### config.mk
export PLATFORM = sky130hd
export DESIGN_NAME = pb_multi_ch_job_scheduler_flat
export DESIGN_NICKNAME = d
export VERILOG_FILES = /design/src/rtl/pb_multi_ch_job_scheduler_if.sv /design/src/rtl/pb_multi_ch_job_scheduler.sv /design/src/flat_wrapper.sv
export SDC_FILE = /design/constraint.sdc
export NUM_CORES = 1
export LEC_CHECK = 0
export ABC_AREA = 1
export BUFFER_PORTS_ARGS = -buffer_cell sky130_fd_sc_hd__buf_2
export CAP_MARGIN = 15
export CORE_MARGIN = 2
export CORE_UTILIZATION = 45
export DETAILED_ROUTE_END_ITERATION = 6
export PLACE_DENSITY = 0.83
export SYNTH_ARGS = -nofsm -noshare
export SYNTH_HDL_FRONTEND = slang
export SYNTH_SLANG_ARGS = --single-unit
### constraint.sdc
create_clock -name clk -period 2.3 [get_ports clk]
set_clock_uncertainty 0.05 [all_clocks]
set_input_delay 0.46 -clock clk [delete_from_list [all_inputs] [get_ports clk]]
set_output_delay 0.46 -clock clk [all_outputs]
set_load 0.02 [all_outputs]
### src/rtl/pb_multi_ch_job_scheduler_if.sv
// Request/port bundle between the job scheduler, its requesting channels and the packet builder.
// master = channel/packet-builder side, slave = scheduler side.
interface pb_multi_ch_job_scheduler_if #(
    parameter int NUM_CH = 4,
    parameter int ADDR_W = 32
);
    localparam int CH_W = $clog2(NUM_CH);

    logic [NUM_CH-1:0]        ch_req_valid;
    logic [NUM_CH-1:0]        ch_req_ready;
    logic [NUM_CH*ADDR_W-1:0] ch_addr_in;
    logic [NUM_CH*4-1:0]      ch_byte_cnt;
    logic [NUM_CH*4-1:0]      ch_pkt_type;
    logic [NUM_CH-1:0]        ch_ecc_en;
    logic [NUM_CH-1:0]        ch_crc_en;

    logic                     pb_start;
    logic [ADDR_W-1:0]        pb_addr_in;
    logic [3:0]               pb_byte_cnt;
    logic [3:0]               pb_pkt_type;
    logic                     pb_ecc_en;
    logic                     pb_crc_en;
    logic                     pb_busy;
    logic                     pb_irq;

    logic                     done_valid;
    logic [CH_W-1:0]          done_ch;
    logic                     done_timeout;

    modport master (
        output ch_req_valid, ch_addr_in, ch_byte_cnt, ch_pkt_type, ch_ecc_en, ch_crc_en,
        output pb_busy, pb_irq,
        input  ch_req_ready, pb_start, pb_addr_in, pb_byte_cnt, pb_pkt_type, pb_ecc_en, pb_crc_en,
        input  done_valid, done_ch, done_timeout
    );

    modport slave (
        input  ch_req_valid, ch_addr_in, ch_byte_cnt, ch_pkt_type, ch_ecc_en, ch_crc_en,
        input  pb_busy, pb_irq,
        output ch_req_ready, pb_start, pb_addr_in, pb_byte_cnt, pb_pkt_type, pb_ecc_en, pb_crc_en,
        output done_valid, done_ch, done_timeout
    );
endinterface

### src/rtl/pb_multi_ch_job_scheduler.sv
// Round-robin scheduler of NUM_CH channel jobs onto one packet-builder port; pb_start 1 cycle after accept,
// done_valid the cycle after irq/timeout. Only one job in flight: all ch_req_ready stay low until IDLE.
module pb_multi_ch_job_scheduler #(
    parameter int NUM_CH  = 4,
    parameter int ADDR_W  = 32,
    parameter int TIMEOUT = 1024
) (
    input  logic                      clk,
    input  logic                      rst_n,
    pb_multi_ch_job_scheduler_if.slave bus
);
    localparam int CH_W = $clog2(NUM_CH);
    localparam int TO_W = $clog2(TIMEOUT + 1);

    typedef enum logic [2:0] {
        S_IDLE,
        S_START,
        S_WAIT_BUSY,
        S_RUN,
        S_DONE
    } state_t;

    state_t            state_q;
    logic [CH_W-1:0]   rr_ptr_q;
    logic [CH_W-1:0]   id_q;
    logic [TO_W-1:0]   to_cnt_q;
    logic              pb_start_q;
    logic [ADDR_W-1:0] pb_addr_q;
    logic [3:0]        pb_byte_cnt_q;
    logic [3:0]        pb_pkt_type_q;
    logic              pb_ecc_en_q;
    logic              pb_crc_en_q;
    logic              done_valid_q;
    logic [CH_W-1:0]   done_ch_q;
    logic              done_timeout_q;

    logic              win_vld;
    logic [CH_W-1:0]   win_id;
    logic [NUM_CH-1:0] ready;
    logic              to_hit;
    int                idx;

    // First valid channel scanning upward from rr_ptr with wrap-around.
    always_comb begin
        win_vld = 1'b0;
        win_id  = '0;
        idx     = 0;
        for (int i = 0; i < NUM_CH; i++) begin
            idx = int'(rr_ptr_q) + i;
            if (idx >= NUM_CH) idx = idx - NUM_CH;
            if (!win_vld && bus.ch_req_valid[idx]) begin
                win_vld = 1'b1;
                win_id  = CH_W'(idx);
            end
        end
    end

    // Gated by rst_n so the grant drops the instant reset asserts, not at the next edge.
    always_comb begin
        ready = '0;
        if (rst_n && state_q == S_IDLE && win_vld) ready[win_id] = 1'b1;
    end

    assign to_hit = (to_cnt_q == TO_W'(TIMEOUT - 1));

    always_ff @(posedge clk or negedge rst_n) begin
        if (!rst_n) begin
            state_q        <= S_IDLE;
            rr_ptr_q       <= '0;
            id_q           <= '0;
            to_cnt_q       <= '0;
            pb_start_q     <= 1'b0;
            pb_addr_q      <= '0;
            pb_byte_cnt_q  <= '0;
            pb_pkt_type_q  <= '0;
            pb_ecc_en_q    <= 1'b0;
            pb_crc_en_q    <= 1'b0;
            done_valid_q   <= 1'b0;
            done_ch_q      <= '0;
            done_timeout_q <= 1'b0;
        end else begin
            pb_start_q   <= 1'b0;
            done_valid_q <= 1'b0;
            case (state_q)
                S_IDLE: begin
                    if (win_vld) begin
                        id_q          <= win_id;
                        rr_ptr_q      <= (win_id == CH_W'(NUM_CH - 1)) ? '0 : win_id + 1'b1;
                        pb_addr_q     <= bus.ch_addr_in[win_id*ADDR_W +: ADDR_W];
                        pb_byte_cnt_q <= bus.ch_byte_cnt[win_id*4 +: 4];
                        pb_pkt_type_q <= bus.ch_pkt_type[win_id*4 +: 4];
                        pb_ecc_en_q   <= bus.ch_ecc_en[win_id];
                        pb_crc_en_q   <= bus.ch_crc_en[win_id];
                        pb_start_q    <= 1'b1;
                        state_q       <= S_START;
                    end
                end
                S_START: begin
                    to_cnt_q <= '0;
                    state_q  <= S_WAIT_BUSY;
                end
                S_WAIT_BUSY, S_RUN: begin
                    to_cnt_q <= to_cnt_q + 1'b1;
                    // irq outranks a coincident timeout; busy falling in RUN is deliberately ignored.
                    if (bus.pb_irq) begin
                        done_valid_q   <= 1'b1;
                        done_ch_q      <= id_q;
                        done_timeout_q <= 1'b0;
                        state_q        <= S_DONE;
                    end else if (to_hit) begin
                        done_valid_q   <= 1'b1;
                        done_ch_q      <= id_q;
                        done_timeout_q <= 1'b1;
                        state_q        <= S_DONE;
                    end else if (state_q == S_WAIT_BUSY && bus.pb_busy) begin
                        state_q <= S_RUN;
                    end
                end
                S_DONE: begin
                    done_timeout_q <= 1'b0;
                    state_q        <= S_IDLE;
                end
                default: state_q <= S_IDLE;
            endcase
        end
    end

    assign bus.ch_req_ready = ready;
    assign bus.pb_start     = pb_start_q;
    assign bus.pb_addr_in   = pb_addr_q;
    assign bus.pb_byte_cnt  = pb_byte_cnt_q;
    assign bus.pb_pkt_type  = pb_pkt_type_q;
    assign bus.pb_ecc_en    = pb_ecc_en_q;
    assign bus.pb_crc_en    = pb_crc_en_q;
    assign bus.done_valid   = done_valid_q;
    assign bus.done_ch      = done_ch_q;
    assign bus.done_timeout = done_timeout_q;
endmodule

### src/flat_wrapper.sv
// flat-port wrapper written by rule: the top's interface ports become plain ports
module pb_multi_ch_job_scheduler_flat 
#(
    parameter int NUM_CH  = 4,
    parameter int ADDR_W  = 32,
    parameter int TIMEOUT = 1024
)
  (clk, rst_n, bus_ch_req_valid, bus_ch_addr_in, bus_ch_byte_cnt, bus_ch_pkt_type, bus_ch_ecc_en, bus_ch_crc_en, bus_pb_busy, bus_pb_irq, bus_ch_req_ready, bus_pb_start, bus_pb_addr_in, bus_pb_byte_cnt, bus_pb_pkt_type, bus_pb_ecc_en, bus_pb_crc_en, bus_done_valid, bus_done_ch, bus_done_timeout);
  pb_multi_ch_job_scheduler_if #(.NUM_CH(NUM_CH), .ADDR_W(ADDR_W)) bus_i ();
  input  logic clk;
  input  logic rst_n;
  input wire logic [$bits(bus_i.ch_req_valid)-1:0] bus_ch_req_valid;
  input wire logic [$bits(bus_i.ch_addr_in)-1:0] bus_ch_addr_in;
  input wire logic [$bits(bus_i.ch_byte_cnt)-1:0] bus_ch_byte_cnt;
  input wire logic [$bits(bus_i.ch_pkt_type)-1:0] bus_ch_pkt_type;
  input wire logic [$bits(bus_i.ch_ecc_en)-1:0] bus_ch_ecc_en;
  input wire logic [$bits(bus_i.ch_crc_en)-1:0] bus_ch_crc_en;
  input wire logic [$bits(bus_i.pb_busy)-1:0] bus_pb_busy;
  input wire logic [$bits(bus_i.pb_irq)-1:0] bus_pb_irq;
  output wire logic [$bits(bus_i.ch_req_ready)-1:0] bus_ch_req_ready;
  output wire logic [$bits(bus_i.pb_start)-1:0] bus_pb_start;
  output wire logic [$bits(bus_i.pb_addr_in)-1:0] bus_pb_addr_in;
  output wire logic [$bits(bus_i.pb_byte_cnt)-1:0] bus_pb_byte_cnt;
  output wire logic [$bits(bus_i.pb_pkt_type)-1:0] bus_pb_pkt_type;
  output wire logic [$bits(bus_i.pb_ecc_en)-1:0] bus_pb_ecc_en;
  output wire logic [$bits(bus_i.pb_crc_en)-1:0] bus_pb_crc_en;
  output wire logic [$bits(bus_i.done_valid)-1:0] bus_done_valid;
  output wire logic [$bits(bus_i.done_ch)-1:0] bus_done_ch;
  output wire logic [$bits(bus_i.done_timeout)-1:0] bus_done_timeout;
  assign bus_i.ch_req_valid = bus_ch_req_valid;
  assign bus_i.ch_addr_in = bus_ch_addr_in;
  assign bus_i.ch_byte_cnt = bus_ch_byte_cnt;
  assign bus_i.ch_pkt_type = bus_ch_pkt_type;
  assign bus_i.ch_ecc_en = bus_ch_ecc_en;
  assign bus_i.ch_crc_en = bus_ch_crc_en;
  assign bus_i.pb_busy = bus_pb_busy;
  assign bus_i.pb_irq = bus_pb_irq;
  assign bus_ch_req_ready = bus_i.ch_req_ready;
  assign bus_pb_start = bus_i.pb_start;
  assign bus_pb_addr_in = bus_i.pb_addr_in;
  assign bus_pb_byte_cnt = bus_i.pb_byte_cnt;
  assign bus_pb_pkt_type = bus_i.pb_pkt_type;
  assign bus_pb_ecc_en = bus_i.pb_ecc_en;
  assign bus_pb_crc_en = bus_i.pb_crc_en;
  assign bus_done_valid = bus_i.done_valid;
  assign bus_done_ch = bus_i.done_ch;
  assign bus_done_timeout = bus_i.done_timeout;
  pb_multi_ch_job_scheduler #(.NUM_CH(NUM_CH), .ADDR_W(ADDR_W), .TIMEOUT(TIMEOUT)) u_core (.clk(clk), .rst_n(rst_n), .bus(bus_i));
endmodule
## Word-level counts from Yosys, hierarchy flattened

Index checks and enable logic that the tools add are counted.
Widths: inputs -> output; s select.

- Word-level logic and storage cells: 111
- Register bits after elaboration: 65
- Input port bits: 176

- $lt $le $gt $ge: 10
- Equal/unequal tests: 9
- Mux-type cells: 48
- Shifts and indexed selects: 3
- Reductions and logical operators: 19
- Add/sub/neg operators: 9

Operators with widths:

| cell | number |
|---|---|
| $lt 32x4->1 const B | 4 |
| $mux 32 | 4 |
| $shiftx 128x8->32 | 1 |
| $ge 32x4->1 const B | 3 |
| $sub 32x4->32 const B | 3 |
| $shiftx 16x5->4 | 2 |
| $mux 1 | 22 |
| $pmux 11 s2 | 1 |
| $mux 2 | 7 |
| $bmux 1 s2 | 6 |
| $mux 3 | 4 |
| $add 11x1->11 const B | 1 |
| $eq 11x10->1 const B | 1 |
| $pmux 3 s3 | 1 |
| $reduce_and 2->1 | 4 |
| $logic_and 1x1->1 | 7 |
| $add 2x2->3 const B | 2 |
| $eq 3x2->1 const B | 2 |
| $reduce_bool 2->1 | 3 |
| $mux 4 | 1 |
| $ne 4x2->1 const B | 1 |
| $sub 2x3->4 const B | 1 |
| $add 2x1->3 const B | 1 |
| $eq 3x1->1 const B | 1 |
| other kinds (13) | 15 |

## Depth between registers and ports, before layout

Gate-level depths: netlist of run 1.

- Depth in word-level cells: 20
- Mapped depth: 17
- Depth with buffers taken out: 15

## Least setup slack after synthesis of run 1

No wires, ideal clock.

- Kind: register to output
- Start: register u_core.rr_ptr_q[0]
- End: output port bus_ch_req_ready[1]
- Data required time: 1.790 ns
- Buffers on the path: 2
- Stages on the path, launching flop included: 11
- Slack: -0.147 ns
- Arrival time: 1.937 ns
- Path through: dfrtp_1 buf_4 nand2_1 nand3_1 nand2_2 nor2_4 nand2_1 nor2_2 nand3b_2 buf_2 nor3_1

- Cells in the longest elaborated chain, start to end: 20
- Elaborated cells between the ends (all ways): 48
- Those cells by class: 7 x add/sub; 6 x order compare; 27 x mux; 8 x reduce/logical

Ends and longest elaborated chain:

| item | RTL line | text |
|---|---|---|
| start, declared | pb_multi_ch_job_scheduler.sv:24 | `logic [CH_W-1:0] rr_ptr_q;` |
| start signal, assigned | pb_multi_ch_job_scheduler.sv:88 | `rr_ptr_q <= (win_id == CH_W'(NUM_CH - 1)) ? '0 : win_id + 1'b1;` |
| parallel branches: the longest is 19 deep, another holds $sub 32x4->32 | n/a |  |
| $mux 4 (*) | pb_multi_ch_job_scheduler.sv:61 | `if (rst_n && state_q == S_IDLE && win_vld) ready[win_id] = 1'b1;` |
| end, declared | flat_wrapper.sv:20 | `output wire logic [$bits(bus_i.ch_req_ready)-1:0] bus_ch_req_ready;` |

Every way passes the cells marked *. The select of a mux whose other input is x is not followed.

## Worst setup path after layout of run 1

- Start: register u_core.rr_ptr_q[0]
- End: output port bus_ch_req_ready[3]

Same word-level chain as after synthesis.

==> results of run 1 <==
-- metal layers --
layer / vias to the layer above / routed length, um / share of wire, %
li1: 2849 / - / -
met1: 2471 / 5980 / 40
met2: 243 / 7270 / 49
met3: 27 / 1220 / 8.3
met4: 0 / 300 / 2.0
met5: - / 0 / 0
-- critical path: stages, from the launching register on --
cell	delay [ns]
dfrtp_2	0.47
inv_4	0.11
nand2_1	0.12
nand3_2	0.11
nand2_4	0.07
nor2_4	0.14
nand3_1	0.10
nand2_2	0.11
nand2_4	0.09
inv_2	0.08
nand2_2	0.08
nor2_2	0.15
buf_6	0.14
-- cell usage after synthesis (all sizes together) --
cell type	instances	area, um^2
o22ai	4	25.0
o21ai	11	55.1
or2	2	12.5
o32ai	1	8.76
buf	43	249
nand2	483	1820
inv	27	101
dfrtp	65	1630
a21oi	11	55.1
a21boi	1	11.3
o31ai	1	7.51
o21bai	1	7.51
ha	1	12.5
nand4	1	6.26
a22o	1	8.76
nand3b	1	11.3
nor2	16	80.1
clkinv	1	3.75
a22oi	1	7.51
nor3	4	20.0
clkbuf	3	11.3
nand3	95	475
-- power groups by stage --
stage | Clock [mW] | Sequential [mW] | Combinational, mW
floorplan | 0 | 2.31 | 5.50
global placement | 0 | 1.88 | 7.97
detailed placement | 0 | 1.90 | 8.03
CTS | 1.23 | 1.89 | 8.23
global route | 1.28 | 1.96 | 9.69
finish | 1.20 | 1.91 | 8.60
-- kinds of logic (layout without fill, tap and decap cells) --
family / Yosys count / in the layout
adders and majority gates: 1 / 1
AOI/OAI and AO/OA: 32 / 32
buffers and inverters: 74 / 297
DFF: 65 / 65
and+or+nand+nor: 602 / 602
-- final timing paths --
check / endpoint / slack (ns) / cells after the start
worst min register to register: u_core.bus.pb_addr_in[1]$_DFFE_PN0P_ / 0.43 / 2
max in group asynchronous: u_core.rr_ptr_q[1]$_DFFE_PN0P_ / 1.32 / 2
worst max-delay path: bus_ch_req_ready[3] / -0.32 / 12
worst max register to register: u_core.bus.pb_byte_cnt[2]$_DFFE_PN0P_ / 0.06 / 15
min in group asynchronous: u_core.bus.pb_addr_in[5]$_DFFE_PN0P_ / 0.33 / 2
worst min-delay path: u_core.bus.done_timeout$_DFFE_PN0P_ / 0.30 / 2
-- flip-flops by register name, summed over array words and instances, names as in the netlist --
name	count
u_core.bus.done_ch	2
u_core.bus.done_timeout	1
u_core.bus.done_valid	1
u_core.bus.pb_addr_in	32
u_core.bus.pb_byte_cnt	4
u_core.bus.pb_crc_en	1
u_core.bus.pb_ecc_en	1
u_core.bus.pb_pkt_type	4
u_core.bus.pb_start	1
u_core.id_q	2
u_core.rr_ptr_q	2
u_core.state_q	3
u_core.to_cnt_q	11
-- cell type report --
cell class,count,area (um^2)
fill,928,3480
multi-input combinational,635,2750
sequential,65,1630
timing repair buffer,253,1470
tap,133,166
clock inverter,7,128
clock buffer,9,124
inverter,28,110
-- through the flow --
step	setup slack (ns)	power, mW
after floorplan	0.000812	7.81
after global placement	0.00459	9.85
after detailed placement	-0.0278	9.93
after CTS	-0.202	11.4
after global routing	-0.384	12.9
final	-0.320	11.7
-- what timing repair did --
| action | in CTS | in global routing |
|---|---|---|
| endpoints found under the setup margin | 7 | 53 |
| gates resized for setup | 19 | 32 |
| pin swaps | 3 | 9 |
| buffers inserted | 5 | 2 |
| gates cloned | 0 | 1 |
==> metrics.cfg, run 1 <==
[clock_network]
cts_tree = done
cts.sinks = 65
clk_pin_slew_worst_paths_ns = 0.07
clock_latency_ns = 0.33
hold_buffers = 0
numCtsBuffers = 9
htreeDepth = 3
cts_root_buffer = clkbuf_8
ctsLongestPathBuffers = 2

[placed_design]
io_buffers = 226
place_congestion = 0.910
dp_cells = 1107
hpwl_um = 10200
place_area_mm2 = 0.00590

[hold_path]
min-delay-start = bus_pb_irq
holdCritPathClass = primary input to register

[global_routing]
grt_pass1_vias = 5031
grt_busiest_layer = met2
globalRouteOverflowTotal = 0
use_met1_pct = 31.7
grt_use_total_pct = 25.7
grt_use_met3_pct = 5.13
grt_max_degree = 86
use_met2_pct = 44.4
grt_pass1_wl_um = 23400
antenna_found_initial = 0

[setup_path]
crit_path_start_kind = register
required_ns = 1.79
startpoint = u_core.rr_ptr_q[0]$_DFFE_PN0P_
crit_fanout = 9
cp-end-kind = primary output
r2r-start = u_core.rr_ptr_q[0]$_DFFE_PN0P_
crit_type = register to primary output
cp.arrival_ns = 2.11

[synth]
synth_area_mm2 = 0.00462
synth-simple-area-share_pct = 52.5
seq_area_frac_synth_pct = 35.2
yosys_warnings = 0
postSynthCellCount = 774
synth.avg_cell_area_um2 = 5.97
synth_top_family_by_area = simple AND/OR/NAND/NOR gates
synth_compound_area_share_pct = 4.04
syn_nets = 951
synth.mux.area_fraction_pct = 0
synth.distinct_cells = 30
ys_ff_latch = 65
synth_xor_area_share_pct = 0
synthAdderAreaFrac_pct = 0.271

[drt]
drtAntennaViolNets = 0
drc = 0
vias = 5590
firstDrtPassIters = 6
routed_wl_um = 14800
drtIter0Drc = 336
routed_via_density = 4.95
post_drt_wl_per_cell_um = 13.1

[timing]
setup_viol = 4
maxSlewViolCount = 0
tightest_slew_ns = 0.806
timing.fmax_mhz = 382
setup_slack_ns = -0.320
grt_setup_unrepaired = true
hold_viol = 0
period_share_pct = 114
relSlewSlack_pct = 46.3
hold_ws_ns = 0.304
setup_tns_ns = -1.16
min_period_ns = 2.62

[cells_and_area]
stdcell_area_mm2 = 0.00638
mostFrequentLayoutCell = nand2_1
final_cell_mix = 458 x nand2_1, 222 x buf_2, 91 x nand3_1, 63 x dfrtp_1, 23 x inv_1
areaGrowthSynthToFinish_pct = 38.3
diodes = 0
nets = 1169
drive_above_1_share_pct = 31.8
fin_cells = 1130
fin_util_pct = 64.7

[power]
p_int_mw = 5.43
p_sw_share_pct = 53.6
clock_power_share_pct = 10.2
seqPwrFrac_pct = 16.3
comb_power_share_pct = 73.5
power.leakage_nw = 3.94
cellPowerDensity_mw_per_mm2 = 1830
switching_power_mw = 6.27
ir_worst_vdd_mv = 1.26

[outcome]
violations = setup timing
status = complete, but fails checks

[floorplanning]
die_area_mm2 = 0.0111
die_x_um = 105
rows = 36
core_mm2 = 0.00986
start_util_pct = 46.8
io_pins = 227
die-height_um = 105

[job]
drv_cap = 0

Power figures use the tool's default switching activity.
==> inputs of run 2 (changes only) <==
==> constraint.sdc (replaced) <==
create_clock -name clk -period 2.3 [get_ports clk]
set_clock_uncertainty 0.05 [all_clocks]
set_input_delay 0.115 -clock clk [delete_from_list [all_inputs] [get_ports clk]]
set_output_delay 0.115 -clock clk [all_outputs]
set_load 0.02 [all_outputs]
==> run 2 against run 1 <==
Compared with the run above:
- the run ends with hold timing, setup timing left
- die area stayed put
- sequential power hardly changed
- core utilization is 0.71 points higher
- hold slack worse by 0.33 ns
- wire length is 6.7% higher
- sequential share of layout area is 0.30 points lower
- maximum frequency is 8.6% higher
- flip-flop and latch count stayed put
- setup slack better by 0.21 ns
- non-clock buffer count is 7 higher
- global-route usage is 0.49 points higher
- combinational power is 7.3% higher
- critical endpoint is now bus_ch_req_ready[1]
- largest cell class unchanged
- highest routed layer unchanged
==> metrics.cfg, run 2 (synthesis results as in run 1) <==
[cells_and_area]
diodes = 0  ; unchanged
multi_input_area_mm2 = 0.00275  ; about the same
areaGrowthSynthToFinish_pct = 39.8  ; was 38.3%
regArea_mm2 = 0.00163  ; about the same
final_cell_mix = 467 x nand2_1, 222 x buf_2, 92 x nand3_1, 64 x dfrtp_1, 23 x inv_1  ; was 458 x nand2_1, 222 x buf_2, 91 x nand3_1, 63 x dfrtp_1, 23 x inv_1
nets = 1176  ; was 1,169
mostFrequentLayoutCell = nand2_1  ; unchanged
fin_util_pct = 65.4  ; was 64.7%
largest_register_ffs = 32  ; unchanged
fillerInstances = 907  ; was 928
drive_above_1_share_pct = 30.9  ; was 31.8%
fin_cells = 1136  ; was 1,130

[drt]
post_drt_wl_per_cell_um = 13.9  ; was 13.1 um
routed_wl_um = 15800  ; was 14,800 um
firstDrtPassIters = 5  ; was 6
vias = 5786  ; was 5,590
drtAntennaViolNets = 0  ; unchanged
drtIter0Drc = 398  ; was 336
routed_via_density = 5.09  ; was 4.95
drc = 0  ; unchanged

[power]
comb_power_share_pct = 76.7  ; was 73.5%
cellPowerDensity_mw_per_mm2 = 1870  ; was 1830 mW/mm^2
ir_worst_vdd_mv = 0.891  ; was 1.26 mV
seqPwrFrac_pct = 15.8  ; was 16.3%
switching_power_mw = 6.42  ; was 6.27 mW
power.leakage_nw = 3.97  ; was 3.94 nW
clock_power_share_pct = 7.5  ; was 10.2%
p_int_mw = 5.62  ; was 5.43 mW
p_sw_share_pct = 53.3  ; was 53.6%

[floorplanning]
core_mm2 = 0.00986  ; unchanged
die-height_um = 105  ; unchanged
die_x_um = 105  ; unchanged
io_pins = 227  ; unchanged
start_util_pct = 46.8  ; unchanged
die_area_mm2 = 0.0111  ; unchanged
rows = 36  ; unchanged

[timing]
timing.fmax_mhz = 415  ; was 382 MHz
setup_slack_ns = -0.112  ; was -0.320 ns
relSlewSlack_pct = 46.0  ; was 46.3%
hold_viol = 8  ; was 0
hold_ws_ns = -0.0273  ; was 0.304 ns
setup_viol = 4  ; unchanged
tightest_slew_ns = 0.810  ; was 0.806 ns
grt_setup_unrepaired = true  ; unchanged
min_period_ns = 2.41  ; was 2.62 ns
period_share_pct = 105  ; was 114%
maxSlewViolCount = 0  ; unchanged

[clock_network]
ctsLongestPathBuffers = 2  ; unchanged
cts_tree = done  ; unchanged
clk_pin_slew_worst_paths_ns = 0.07  ; about the same
clock_latency_ns = 0.33  ; about the same
cts.sinks = 65  ; unchanged
numCtsBuffers = 9  ; unchanged
htreeDepth = 3  ; unchanged
cts_root_buffer = clkbuf_8  ; unchanged

[placed_design]
hpwl_um = 10600  ; was 10,200 um
io_buffers = 226  ; unchanged
place_congestion = 0.833  ; was 0.910
dp_cells = 1103  ; was 1,107

[setup_path]
crit_type = register to primary output  ; unchanged
timing.rr.end = u_core.bus.pb_addr_in[17]$_DFFE_PN0P_  ; was u_core.bus.pb_byte_cnt[2]$_DFFE_PN0P_
r2r-start = u_core.rr_ptr_q[1]$_DFFE_PN0P_  ; was u_core.rr_ptr_q[0]$_DFFE_PN0P_
required_ns = 2.13  ; was 1.79 ns
r2r_slack_ns = 0.03  ; was 0.06 ns
cp-end-kind = primary output  ; unchanged
reg2reg_depth = 15  ; unchanged
crit_fanout = 6  ; was 9
cp.arrival_ns = 2.25  ; was 2.11 ns
crit_path_start_kind = register  ; unchanged

[outcome]
violations = hold timing, setup timing  ; was setup timing
status = complete, but fails checks  ; unchanged

[global_routing]
globalRouteOverflowTotal = 0  ; unchanged
antenna_found_initial = 0  ; unchanged
grt_max_degree = 66  ; was 86
grt_pass1_wl_um = 23600  ; was 23,400 um
grt_use_total_pct = 26.1  ; was 25.7%
grt_pass1_vias = 5165  ; was 5,031

[hold_path]
holdCritPathClass = primary input to asynchronous set/reset pin  ; was primary input to register

[job]
drv_cap = 0  ; unchanged

-- run 2: cell types whose count changed in the layout (fill, tap and decap cells not counted), sizes merged --
cell and change:
buf +4, bufbuf +1, dlygate4sd3 +1, bufinv -2
clkbuf +3, inv -1
-- run 2: repair_timing --
action,in CTS,in global routing
hold endpoints to repair,1,0
gates resized for setup,13,39
gates cloned,1,2
endpoints found under the setup margin,4,46
hold buffers,1,0
pin swaps,6,17
setup buffers,10,4
-- run 2: power by group through the flow --
stage	sequential [mW]	combinational [mW]	clock, mW
6_report	1.90	9.23	0.902
5_1_grt	1.96	10.3	0.975
4_1_cts	1.89	8.53	0.919
3_5_place_dp	1.91	8.00	0
3_3_place_gp	1.90	7.91	0
2_1_floorplan	2.31	5.48	0
-- run 2: how the worst max path moves through the flow --
| stage | from | end | slack [ns] | depth (start not counted) |
|---|---|---|---|---|
| finish | u_core.rr_ptr_q[1]$_DFFE_PN0P_ | bus_ch_req_ready[1] | -0.11 | 13 |
| global route | u_core.rr_ptr_q[1]$_DFFE_PN0P_ | bus_ch_req_ready[0] | -0.22 | 12 |
| CTS | u_core.rr_ptr_q[0]$_DFFE_PN0P_ | bus_ch_req_ready[0] | -0.002 | 12 |
| detailed placement | u_core.rr_ptr_q[0]$_DFFE_PN0P_ | bus_ch_req_ready[0] | 0.05 | 12 |
| global placement | u_core.rr_ptr_q[0]$_DFFE_PN0P_ | bus_ch_req_ready[0] | 0.11 | 12 |
| floorplan | u_core.rr_ptr_q[0]$_DFFE_PN0P_ | bus_ch_req_ready[1] | 0.20 | 10 |
-- run 2: routing by layer --
metal | global-route usage (%) | vias up | part of all wire, %
li1 | - | 2862 | -
met2 | 45.5 | 318 | 50
met1 | 31.9 | 2571 | 38
met3 | 5.07 | 35 | 8.7
met5 | 0 | - | 0
met4 | 10.0 | 0 | 2.8
-- run 2: final cells by class --
class	instances	share of cell area, %
Timing Repair Buffer	260	25.2
Clock buffer	11	2.04
Multi-Input combinational cell	635	42.6
Clock inverter	4	0.698
Sequential cell	65	25.2
Tap cell	133	2.58
Inverter	28	1.71
-- run 2: worst max-delay path: stages (launching register included) --
cell,delay (ns)
dfrtp_1,0.44
inv_2,0.12
nand2_1,0.10
nand2_2,0.08
nand2_1,0.09
nand2_2,0.07
nor2_4,0.15
nand2_2,0.09
or2_1,0.25
nand2_2,0.13
inv_4,0.06
nand2_4,0.12
nor3_4,0.06
buf_6,0.13
-- run 2: metrics by stage --
step	setup slack (ns)	area, um^2	setup TNS, ns	power [mW]
3_5_place_dp	0.0478	5880	0	9.91
4_1_cts	-0.00190	6220	-0.00190	11.3
3_3_place_gp	0.106	5880	0	9.81
6_report	-0.112	6450	-0.432	12.0
2_1_floorplan	0.198	4620	0	7.79
5_1_grt	-0.222	6450	-4.45	13.3
